## src/rtl/ulpi_reg_engine.sv

```systemverilog
// ULPI immediate-address register engine behind the 8-bit register port.
// Handles PHY preemption retry, timeout and illegal-address errors.
module ulpi_reg_engine #(
  parameter int          TIMEOUT_CYCLES = 255,
  parameter logic [7:0]  EXT_ADDR       = 8'h2F
) (
  input  logic       clk_i,
  input  logic       rst_i,
  input  logic [7:0] reg_addr_i,
  input  logic       reg_stb_i,
  input  logic       reg_we_i,
  input  logic [7:0] reg_data_i,
  output logic [7:0] reg_data_o,
  output logic       reg_ack_o,
  output logic       reg_err_o,
  input  logic       utmi_busy_i,
  input  logic       ulpi_dir_i,
  input  logic       ulpi_nxt_i,
  input  logic [7:0] ulpi_data_i,
  output logic [7:0] ulpi_data_o,
  output logic       ulpi_stp_o,
  output logic       ulpi_owner_o
);

  localparam logic [3:0] IDLE  = 4'd0;
  localparam logic [3:0] CMD   = 4'd1;
  localparam logic [3:0] WDATA = 4'd2;
  localparam logic [3:0] WSTP  = 4'd3;
  localparam logic [3:0] RTURN = 4'd4;
  localparam logic [3:0] RDATA = 4'd5;
  localparam logic [3:0] RWAIT = 4'd6;
  localparam logic [3:0] ABORT = 4'd7;
  localparam logic [3:0] TOUT  = 4'd8;
  localparam logic [3:0] ACK   = 4'd9;

  localparam logic [7:0] TO_LAST = 8'(TIMEOUT_CYCLES - 1);

  logic [3:0] state_q, state_d;
  logic [7:0] addr_q, addr_d;
  logic       we_q, we_d;
  logic [7:0] wd_q, wd_d;
  logic [7:0] cnt_q, cnt_d;
  logic [7:0] data_q, data_d;
  logic       stp_q, stp_d;
  logic       ack_q, ack_d;
  logic       err_q, err_d;
  logic [7:0] rdata_q, rdata_d;
  logic       owner_q, owner_d;

  logic       active;
  logic       accept;
  logic       illegal;
  logic [7:0] cmd_byte;

  assign active   = (state_q != IDLE) && (state_q != ACK);
  assign accept   = reg_stb_i && !ulpi_dir_i && !utmi_busy_i;
  assign illegal  = (reg_addr_i[7:6] != 2'b00) || (reg_addr_i == EXT_ADDR);
  assign cmd_byte = {1'b1, ~we_q, addr_q[5:0]};

  always_comb begin
    state_d = state_q;
    addr_d  = addr_q;
    we_d    = we_q;
    wd_d    = wd_q;
    cnt_d   = active ? cnt_q + 8'd1 : cnt_q;
    data_d  = data_q;
    stp_d   = 1'b0;
    ack_d   = 1'b0;
    err_d   = 1'b0;
    rdata_d = rdata_q;
    if (active && state_q != TOUT && cnt_q == TO_LAST) begin
      // Timeout wins over any protocol progress
      state_d = TOUT;
      data_d  = 8'h00;
      stp_d   = ~ulpi_dir_i;
    end else begin
      case (state_q)
        IDLE: begin
          data_d = 8'h00;
          if (accept) begin
            addr_d = reg_addr_i;
            we_d   = reg_we_i;
            wd_d   = reg_data_i;
            cnt_d  = 8'h00;
            if (illegal) begin
              state_d = ACK;
              ack_d   = 1'b1;
              err_d   = 1'b1;
            end else begin
              state_d = CMD;
              data_d  = {1'b1, ~reg_we_i, reg_addr_i[5:0]};
            end
          end
        end
        CMD: begin
          if (ulpi_dir_i) begin
            state_d = ABORT;
            data_d  = 8'h00;
          end else if (ulpi_nxt_i) begin
            state_d = we_q ? WDATA : RTURN;
            data_d  = we_q ? wd_q : 8'h00;
          end
        end
        WDATA: begin
          if (ulpi_dir_i) begin
            state_d = ABORT;
            data_d  = 8'h00;
          end else if (ulpi_nxt_i) begin
            state_d = WSTP;
            data_d  = 8'h00;
            stp_d   = 1'b1;
          end
        end
        WSTP: begin
          state_d = ACK;
          ack_d   = 1'b1;
        end
        RTURN: begin
          state_d = (ulpi_dir_i && ulpi_nxt_i) ? ABORT : RDATA;
        end
        RDATA: begin
          if (ulpi_dir_i && !ulpi_nxt_i) begin
            rdata_d = ulpi_data_i;
            state_d = RWAIT;
          end
        end
        RWAIT: begin
          if (!ulpi_dir_i) begin
            state_d = ACK;
            ack_d   = 1'b1;
          end
        end
        ABORT: begin
          data_d = 8'h00;
          if (!ulpi_dir_i) begin
            state_d = CMD;
            data_d  = cmd_byte;
          end
        end
        TOUT: begin
          state_d = ACK;
          ack_d   = 1'b1;
          err_d   = 1'b1;
        end
        ACK: begin
          state_d = IDLE;
        end
        default: begin
          state_d = IDLE;
          data_d  = 8'h00;
        end
      endcase
    end
    owner_d = (state_d != IDLE) && (state_d != ACK);
  end

  always_ff @(posedge clk_i or posedge rst_i) begin
    if (rst_i) begin
      state_q <= IDLE;
      addr_q  <= 8'h00;
      we_q    <= 1'b0;
      wd_q    <= 8'h00;
      cnt_q   <= 8'h00;
      data_q  <= 8'h00;
      stp_q   <= 1'b0;
      ack_q   <= 1'b0;
      err_q   <= 1'b0;
      rdata_q <= 8'h00;
      owner_q <= 1'b0;
    end else begin
      state_q <= state_d;
      addr_q  <= addr_d;
      we_q    <= we_d;
      wd_q    <= wd_d;
      cnt_q   <= cnt_d;
      data_q  <= data_d;
      stp_q   <= stp_d;
      ack_q   <= ack_d;
      err_q   <= err_d;
      rdata_q <= rdata_d;
      owner_q <= owner_d;
    end
  end

  assign reg_data_o   = rdata_q;
  assign reg_ack_o    = ack_q;
  assign reg_err_o    = err_q;
  assign ulpi_data_o  = data_q;
  assign ulpi_stp_o   = stp_q;
  assign ulpi_owner_o = owner_q;

endmodule

```

## config.mk

```make
export PLATFORM = sky130hd
export DESIGN_NAME = ulpi_reg_engine
export DESIGN_NICKNAME = d
export VERILOG_FILES = /design/src/rtl/ulpi_reg_engine.sv
export SDC_FILE = /design/constraint.sdc
export NUM_CORES = 1
export LEC_CHECK = 0
export BUFFER_PORTS_ARGS = -buffer_cell sky130_fd_sc_hd__buf_2
export CORE_MARGIN = 5
export CORE_UTILIZATION = 58
export DETAILED_ROUTE_END_ITERATION = 12
export PLACE_DENSITY = 0.82
export SETUP_SLACK_MARGIN = 0.5
export SLEW_MARGIN = 20
export SYNTH_ARGS = -nofsm -noshare
export SYNTH_HDL_FRONTEND = slang
export SYNTH_SLANG_ARGS = --single-unit
```

## constraint.sdc

```tcl
create_clock -name clk_i -period 3.1 [get_ports clk_i]
set_clock_uncertainty 0.1 [all_clocks]
set_input_delay 0.155 -clock clk_i [delete_from_list [all_inputs] [get_ports clk_i]]
set_output_delay 0.155 -clock clk_i [all_outputs]
set_load 0.02 [all_outputs]
```

### Word-level counts from Yosys, hierarchy flattened

Cells that the tools add are included.

* input bits: 31
* output and inout port bits: 20
* word-level logic and storage cells: 92
* bits in registers: 47

* bitwise gates (word level): 4
* $add $sub $neg: 1
* multiplexer cells: 38
* reductions and logical operators: 21
* equal/unequal tests: 17

Operators by type and width (count)
* $mux W8: 13
* $mux W4: 10
* $pmux W8 S5: 1
* $pmux W4 S8: 1
* $ne A4 B4 Y1 const B: 5
* $eq A4 B3 Y1 const B: 4
* $mux W1: 9
* $reduce_and A3 Y1: 3
* $add A8 B1 Y8 const B: 1
* $eq A4 B2 Y1 const B: 2
* $eq A4 B4 Y1 const B: 2
* $eq A8 B6 Y1 const B: 1
* $eq A8 B8 Y1 const B: 1
* $logic_and A1 B1 Y1: 8
* $reduce_bool A4 Y1: 2
* $reduce_or A6 Y1: 1
* $eq A4 B1 Y1 const B: 1
* $logic_not A4 Y1: 1
* $not A1 Y1: 4
* $logic_not A1 Y1: 3
* $mux W3: 1
* $pmux W1 S3: 1
* $mux W2: 1
* $ne A2 B1 Y1 const B: 1
* other kinds (4): 4

### Depth between registers and ports, before layout

Gate-level depths: netlist (run 1).

* depth in word-level cells: 8
* depth in mapped cells: 7
* depth with buffers taken out: 6

### Worst setup path after synthesis (run 1)

Ideal clock, no wire load.

* path kind: reg-to-reg
* from: register state_q[3]
* to: register data_q[0], in the netlist ulpi_data_o[0]
* cell stages (with the launch flop): 6
* path buffers: 1
* required time: 2.919 ns
* arrival: 1.660 ns
* setup slack: 1.259 ns
* library setup time: 0.081 ns
* clock period less this slack: 1.841 ns
* path through: dfrtp_1 -> buf_6 -> or4b_4 -> a2111oi_4 -> a222oi_1 -> o2bb2ai_1

* longest elaborated chain between the ends: 6
* elaborated cells between the ends (all ways): 23
* those cells by class: 14 x eq/ne; 2 x mux; 7 x reduce/logical

Ends and longest elaborated chain
* start, declared: line 38 `logic [3:0] state_q, state_d;`
* start signal, assigned: line 171 `state_q <= state_d;`
* $ne A4 B4 Y1 or $reduce_bool A4 Y1 (tied branches): line 55 `assign active = (state_q != IDLE) && (state_q != ACK);`
* $logic_and A1 B1 Y1: line 55
* $logic_and A1 B1 Y1 (2 in a row): line 71 `if (active && state_q != TOUT && cnt_q == TO_LAST) begin`
* $ne A4 B4 Y1 (no line) or $ne A2 B1 Y1 (tied branches)
* $reduce_and A3 Y1 (no line)
* end signal, assigned: line 176 `data_q <= data_d;`
* end, declared: line 43 `logic [7:0] data_q, data_d;`

Several ways; a longest one is shown, not always the timed one.
A chain may end at the register's enable or synchronous reset.

### Worst setup path after layout (run 1)

* from: register state_q[2]
* to: register data_q[4], in the netlist ulpi_data_o[4]

The elaborated chain is that of the path after synthesis.

==> run_results.csv, run 1 <==
group,metric,value,unit
floorplan,die_w,74.5,µm
setup_path,arrival,2500,ps
job,drv_cap,0,
setup_path,crit_fanout,21,
drt,ant_nets,0,
timing,fin_crit,2390,ps
drt,vias,2124,
floorplan,dieHeight,74.5,µm
cts,root_buffer,"clkbuf_8",
cells_and_area,nets,337,
timing,max_slew_margin,0.340,
drt,initialDrtViolationCount,250,
min_path,hold_class,"in2reg",
grt,grt_pass1_wl,9520,µm
setup_path,critical_path_class,"reg2reg",
grt,grt_pass1_vias,1961,
placed_design,dpl.hpwl,3820,µm
cts,tritoncts,"yes",
cts,htree_num_levels,2,
logic_synthesis,synth.distinct_cells,53,
placed_design,gp_congestion,0.816,
timing,tns,0,ps
setup_path,path_buf_inv,0,
timing,grt_setup_unrepaired,"false",
cells_and_area,drive_above_1_share,0.260,
logic_synthesis,synth_edf_count,0,
drt,highest_layer,"met4",
pwr,powerDensity,861,nW/µm²
drt,detail_route.wl_per_cell,16.5,µm
setup_path,startpoint_type,"register",
logic_synthesis,syn_nets,269,
grt,antenna_found_initial,0,
cts,post_cts_resize_count,0,
cells_and_area,final_common_cell,"nand2_1",
grt,grt_use_total,0.224,
setup_path,cp_slowest_stage_delay,590,ps
setup_path,endpoint_kind,"register",
timing,fin_hold_ws,3.53,ps
drt,drtPass1Iterations,5,
floorplan,die_area,5550,µm²
timing,slew_viol_final,0,
pwr,ir_drop,564,µV
drt,route.met2.wl,2810,µm
drt,wirelength,5840,µm
logic_synthesis,ys_seq_area_frac,0.487,
drt,via_per_inst,6.00,
logic_synthesis,postSynthCellCount,236,
timing,tightest_slew,982,ps
floorplan,coreArea,4030,µm²
cts,clock_latency,300,ps
timing,hold_viol_final,0,
cells_and_area,syn_to_final_growth,24.7,%
timing,fin_crit_sh,0.771,
grt,grt_max_degree,48,
floorplan,initial_core_util,0.599,
timing,max_freq,418,MHz
status,status,"completed",
cts,path_clk_slew,80,ps
cells_and_area,diodes,0,
logic_synthesis,synth_area,2410,µm²
pwr,leakage,0.00142,µW
cts,clockBufferDepth,2,
cells_and_area,final_cell_mix,"nand2_1 (52), buf_2 (50), dfrtp_1 (47)",
drt,drc,0,
drt,wirelength_met1,2470,µm
logic_synthesis,yosysWarnings,0,
timing,setup_viol,0,
logic_synthesis,synth_ff_type,"dfrtp_1",
drt,wl_met3,476,µm
setup_path,crit_slowest_cell,"dfrtp_1",
cts,cts_buffers,5,
cts,postCtsHoldBufs,23,
setup_path,worstPathCellList,"or2_0 -> o2111ai_2 -> nor3b_2 -> o2bb2ai_1",
floorplan,pin_count,51,
setup_path,worstPathRequired,3210,ps
logic_synthesis,avgSynthCellArea,10.2,µm²
cts,clock_sinks,47,
floorplan,row_count,23,
setup_path,crit_family,"simple AND/OR/NAND/NOR gates",
cts,post-cts-setup-buffers,0,
logic_synthesis,synth-seq-cells,47,
logic_synthesis,async_flop_share,1.00,
placed_design,io_buffers,50,
grt,grt_overflow,0,
through the flow:
step | setup WS, ps | util | cells | total power [µW] | area [µm²]
after floorplan | 1260 | - | 236 | 1850 | 2410
after global routing | 538 | 0.747 | 354 | 2770 | 3010
after CTS | 729 | 0.747 | 354 | 2590 | 3010
final | 709 | 0.747 | 354 | 2590 | 3010
after detailed placement | 774 | 0.663 | 324 | 2120 | 2670
after global placement | 795 | 0.663 | 324 | 2080 | 2670
power by group:
part | switching, µW | internal, µW | leakage [µW]
sequential | 258 | 858 | 0.000599
combinational | 608 | 431 | 0.000769
clock | 199 | 236 | 0.0000502
total | 1070 | 1520 | 0.00142
path summary, 6_finish.rpt:
kind,startpoint,endpoint,slack [ps],cells past startpoint
worst max-delay path,state_q[2]$_DFF_PP0_,ulpi_data_o[4]$_DFFE_PP0P_,710,4
worst min-delay path,ulpi_data_i[3],reg_data_o[3]$_DFFE_PP0P_,4,2
worst max register to register,state_q[2]$_DFF_PP0_,ulpi_data_o[4]$_DFFE_PP0P_,710,4
worst min register to register,wd_q[2]$_DFFE_PP0P_,wd_q[2]$_DFFE_PP0P_,380,2
max in group asynchronous,rst_i,cnt_q[5]$_DFF_PP0_,2000,3
min in group asynchronous,rst_i,reg_data_o[3]$_DFFE_PP0P_,420,3
per-layer routing:
| layer | vias to the layer above | track usage |
|---|---|---|
| met5 | - | 0 |
| met4 | 0 | 0.0474 |
| met3 | 14 | 0.0446 |
| met2 | 106 | 0.370 |
| met1 | 1004 | 0.309 |
| li1 | 1000 | - |
Yosys cell counts (3+ instances only):
cell type / n / area share
nand2_1: 52 / 0.081
dfrtp_1: 47 / 0.49
nor2_1: 10 / 0.016
mux2_2: 8 / 0.037
o2bb2ai_1: 8 / 0.029
a222oi_1: 7 / 0.029
buf_2: 7 / 0.015
inv_1: 7 / 0.011
a21oi_1: 6 / 0.012
clkbuf_1: 6 / 0.0093
nor3_1: 4 / 0.0083
o211ai_1: 4 / 0.012
o21ai_0: 4 / 0.0083
a211oi_1: 3 / 0.0093
nand2b_1: 3 / 0.0078
nand3_1: 3 / 0.0062
o2111ai_1: 3 / 0.011
or3_1: 3 / 0.0078
xnor2_1: 3 / 0.011
cells by family after synthesis:
| logic type | synth area share |
|---|---|
| compound gates | 0.187 |
| xor+xnor | 0.0181 |
| fa+ha+maj | 0.0104 |
| buf+inv | 0.0394 |
| flops | 0.487 |
| mux | 0.0415 |
| simple gates | 0.217 |
sequential cells by signal, summed over array words and instances (netlist names):
| signal | cells |
|---|---|
| state_q | 4 |
| wd_q | 8 |
| ulpi_stp_o | 1 |
| addr_q | 6 |
| reg_ack_o | 1 |
| ulpi_data_o | 8 |
| we_q | 1 |
| cnt_q | 8 |
| reg_err_o | 1 |
| ulpi_owner_o | 1 |
| reg_data_o | 8 |
layout make-up:
class | instances | area (µm²)
flip-flops and latches | 47 | 1180
multi-input cells | 168 | 1140
fillers | 267 | 1020
repair buffers | 75 | 495
clock buffers | 5 | 68.8
well taps | 50 | 62.6
clock inverters | 2 | 37.5
inverters | 7 | 27.5
(Power assumes the default switching activity.)
==> inputs of run 2 (changes only) <==
--- a/config.mk
+++ b/config.mk
@@ -5,11 +5,12 @@
 export SDC_FILE = /design/constraint.sdc
 export NUM_CORES = 1
 export LEC_CHECK = 0
+export ABC_AREA = 1
 export BUFFER_PORTS_ARGS = -buffer_cell sky130_fd_sc_hd__buf_2
 export CORE_MARGIN = 5
-export CORE_UTILIZATION = 58
+export CORE_UTILIZATION = 49
 export DETAILED_ROUTE_END_ITERATION = 12
-export PLACE_DENSITY = 0.82
+export PLACE_DENSITY = 0.73
 export SETUP_SLACK_MARGIN = 0.5
 export SLEW_MARGIN = 20
 export SYNTH_ARGS = -nofsm -noshare
==> constraint.sdc (replaced) <==
create_clock -name clk_i -period 2.1 [get_ports clk_i]
set_clock_uncertainty 0.1 [all_clocks]
set_input_delay 0.105 -clock clk_i [delete_from_list [all_inputs] [get_ports clk_i]]
set_output_delay 0.105 -clock clk_i [all_outputs]
set_load 0.02 [all_outputs]
==> run_results.csv, run 2 <==
group,metric,value,unit
status,status,"completed",
placed_design,pre_cts_ws,353,ps
cts,htree_num_levels,2,
drt,wirelength,6940,µm
cells_and_area,finalInstanceArea,3520,µm²
drt,vias,2636,
min_path,hold_class,"in2reg",
logic_synthesis,synth.distinct_cells,24,
setup_path,worstPathRequired,2260,ps
timing,fin_hold_ws,40.8,ps
timing,grt_setup_unrepaired,"true",
grt,grt_pass1_vias,2354,
grt,grt_overflow,0,
setup_path,ff2ff_setup_slack,450,ps
logic_synthesis,avgSynthCellArea,7.23,µm²
cts,root_buffer,"clkbuf_8",
timing,hold_viol_final,0,
cells_and_area,final_cell_mix,"nand2_1 (144), buf_2 (50), dfrtp_1 (42)",
grt,antenna_found_initial,0,
pwr,powerDensity,1230,nW/µm²
logic_synthesis,yosysWarnings,0,
cells_and_area,syn_to_final_growth,38.2,%
setup_path,r2r-end,"ulpi_data_o[2]$_DFFE_PP0P_",
grt,grt_use_total,0.211,
floorplan,die_w,82.2,µm
floorplan,row_count,26,
cells_and_area,final_common_cell,"nand2_1",
logic_synthesis,synth_common_cells,"nand2_1 (153), dfrtp_1 (47), nand3_1 (35)",
drt,initialDrtViolationCount,254,
cts,cts_buffers,5,
timing,max_freq,608,MHz
placed_design,gp_congestion,0.870,
timing,setup_ws,455,ps
timing,fin_crit,1650,ps
logic_synthesis,yosys.area.top_type,"dfrtp_1",
floorplan,die_area,6750,µm²
cts,tritoncts,"yes",
logic_synthesis,syn_nets,386,
pwr,ir_drop,645,µV
logic_synthesis,async_flop_share,1.00,
timing,tightest_slew,499,ps
floorplan,initial_core_util,0.503,
timing,tns,0,ps
logic_synthesis,synth-seq-cells,47,
logic_synthesis,ys_seq_area_frac,0.461,
setup_path,startpoint_type,"register",
logic_synthesis,synthMostInstantiatedCell,"nand2_1",
cells_and_area,nets,483,
setup_path,arrival,1800,ps
job,drv_cap,0,
logic_synthesis,synth_top_family_by_area,"simple AND/OR/NAND/NOR gates",
cts,clockBufferDepth,2,
floorplan,pin_count,51,
placed_design,dpl.hpwl,4550,µm
logic_synthesis,synth_edf_count,0,
setup_path,crit_fanout,8,
placed_design,placed_area,2890,µm²
placed_design,io_buffers,50,
timing,slew_viol_final,0,
drt,detail_route.wl_per_cell,13.3,µm
drt,drtPass1Iterations,5,
cts,clock_sinks,47,
cts,path_clk_slew,100,ps
timing,fin_crit_sh,0.783,
grt,grt_pass1_wl,10900,µm
logic_synthesis,synth_xor_area_frac,0.00343,
logic_synthesis,postSynthCellCount,353,
min_path,min_path_cells,3,
setup_path,critical_path_class,"reg2reg",
logic_synthesis,synth_ff_type,"dfrtp_1",
setup_path,endpoint_kind,"register",
drt,ant_nets,0,
logic_synthesis,synth_top_area_share,0.461,
drt,via_per_inst,5.06,
grt,grt_max_degree,25,
timing,max_slew_margin,0.667,
floorplan,coreArea,5070,µm²
logic_synthesis,yosys.area_share.simple,0.413,
cells_and_area,drive_above_1_share,0.288,
cells_and_area,diodes,0,
logic_synthesis,synth-adder-area-share,0.00981,
timing,setup_viol,0,
logic_synthesis,synth_mux_area_frac,0,
cts,clock_latency,310,ps
min_path,hold_path_end,"ulpi_stp_o$_DFF_PP0_",
drt,drc,0,
logic_synthesis,synth_area,2550,µm²
logic_synthesis,yosys-top-cells-area,"dfrtp_1 (46%), nand2_1 (23%), nand3_1 (6.9%)",
pwr,leakage,0.00194,µW
logic_synthesis,synth_compound_area_frac,0.0461,
setup_path,reg2reg_depth,8,
setup_path,crit-reg2reg-launch,"state_q[2]$_DFF_PP0_",
min_path,min-delay-start,"ulpi_nxt_i",
floorplan,dieHeight,82.2,µm
run 2: changes by cell type after synthesis, sizes merged, moves of 23 or more:
cell,before,now
inv,7,30
nand2,52,157
nand3,3,35
nor2,10,38
run 2: final cells by class:
cell class / instances / area [µm²]
multi-input cells: 268 / 1320
clock buffers: 6 / 82.6
inverters: 31 / 125
fillers: 445 / 1550
flip-flops and latches: 47 / 1180
clock inverters: 2 / 16.3
well taps: 70 / 87.6
repair buffers: 97 / 713
run 2: logic make-up (layout without fill, tap and decap cells):
| group | count (synthesis) | count (layout) |
|---|---|---|
| compound gates | 23 | 23 |
| xor+xnor | 1 | 1 |
| buf+inv | 38 | 136 |
| flops | 47 | 47 |
| fa+ha+maj | 2 | 2 |
| simple gates | 242 | 242 |
run 2: power by group:
| group | switching [µW] | internal [µW] |
|---|---|---|
| clock network | 329 | 269 |
| registers | 282 | 1270 |
| logic | 1300 | 885 |
run 2: worst max-delay path: stages, from the launching register on:
cell     delay (ps)
dfrtp_2         460
nor2_4          220
nand2_4         110
nand4_1         180
buf_12          150
nand2_4          50
nor2_4          170
nand2_1          90
nand2_1          80
run 2: what timing repair did:
item | CTS | global route
cloned | 0 | 1
hold endpoints to repair | 45 | 0
pin swaps | 3 | 16
setup endpoints to repair | 35 | 22
hold buffers | 24 | 0
resized for setup | 14 | 31
setup buffers | 4 | 13
run 2: how the worst max path moves through the flow:
| stage | endpoint | slack [ps] | from | cells past startpoint |
|---|---|---|---|---|
| 6_report | ulpi_data_o[2]$_DFFE_PP0P_ | 450 | state_q[2]$_DFF_PP0_ | 8 |
| 3_3_place_gp | ulpi_data_o[2]$_DFFE_PP0P_ | 410 | state_q[1]$_DFF_PP0_ | 9 |
| 2_1_floorplan | reg_data_o[0]$_DFFE_PP0P_ | 580 | cnt_q[0]$_DFF_PP0_ | 9 |
| 4_1_cts | ulpi_data_o[2]$_DFFE_PP0P_ | 460 | state_q[3]$_DFF_PP0_ | 8 |
| 3_5_place_dp | ulpi_data_o[7]$_DFFE_PP0P_ | 350 | state_q[2]$_DFF_PP0_ | 8 |
| 5_1_grt | ulpi_data_o[2]$_DFFE_PP0P_ | 360 | state_q[2]$_DFF_PP0_ | 8 |
run 2: per-layer routing:
layer  vias up  wire length (µm)  track usage
met5         -                 0            0
met4         0               153       0.0681
met3        16               461       0.0466
met2       119              3460        0.359
met1      1209              2870        0.267
li1       1292                 -            -
run 2: through the flow:
stage / utilization / power, µW / std cells
6_report: 0.695 / 4330 / 521
5_1_grt: 0.695 / 4680 / 521
4_1_cts: 0.649 / 3940 / 507
3_5_place_dp: 0.569 / 3200 / 471
3_3_place_gp: 0.569 / 3160 / 471
2_1_floorplan: - / 2740 / 353
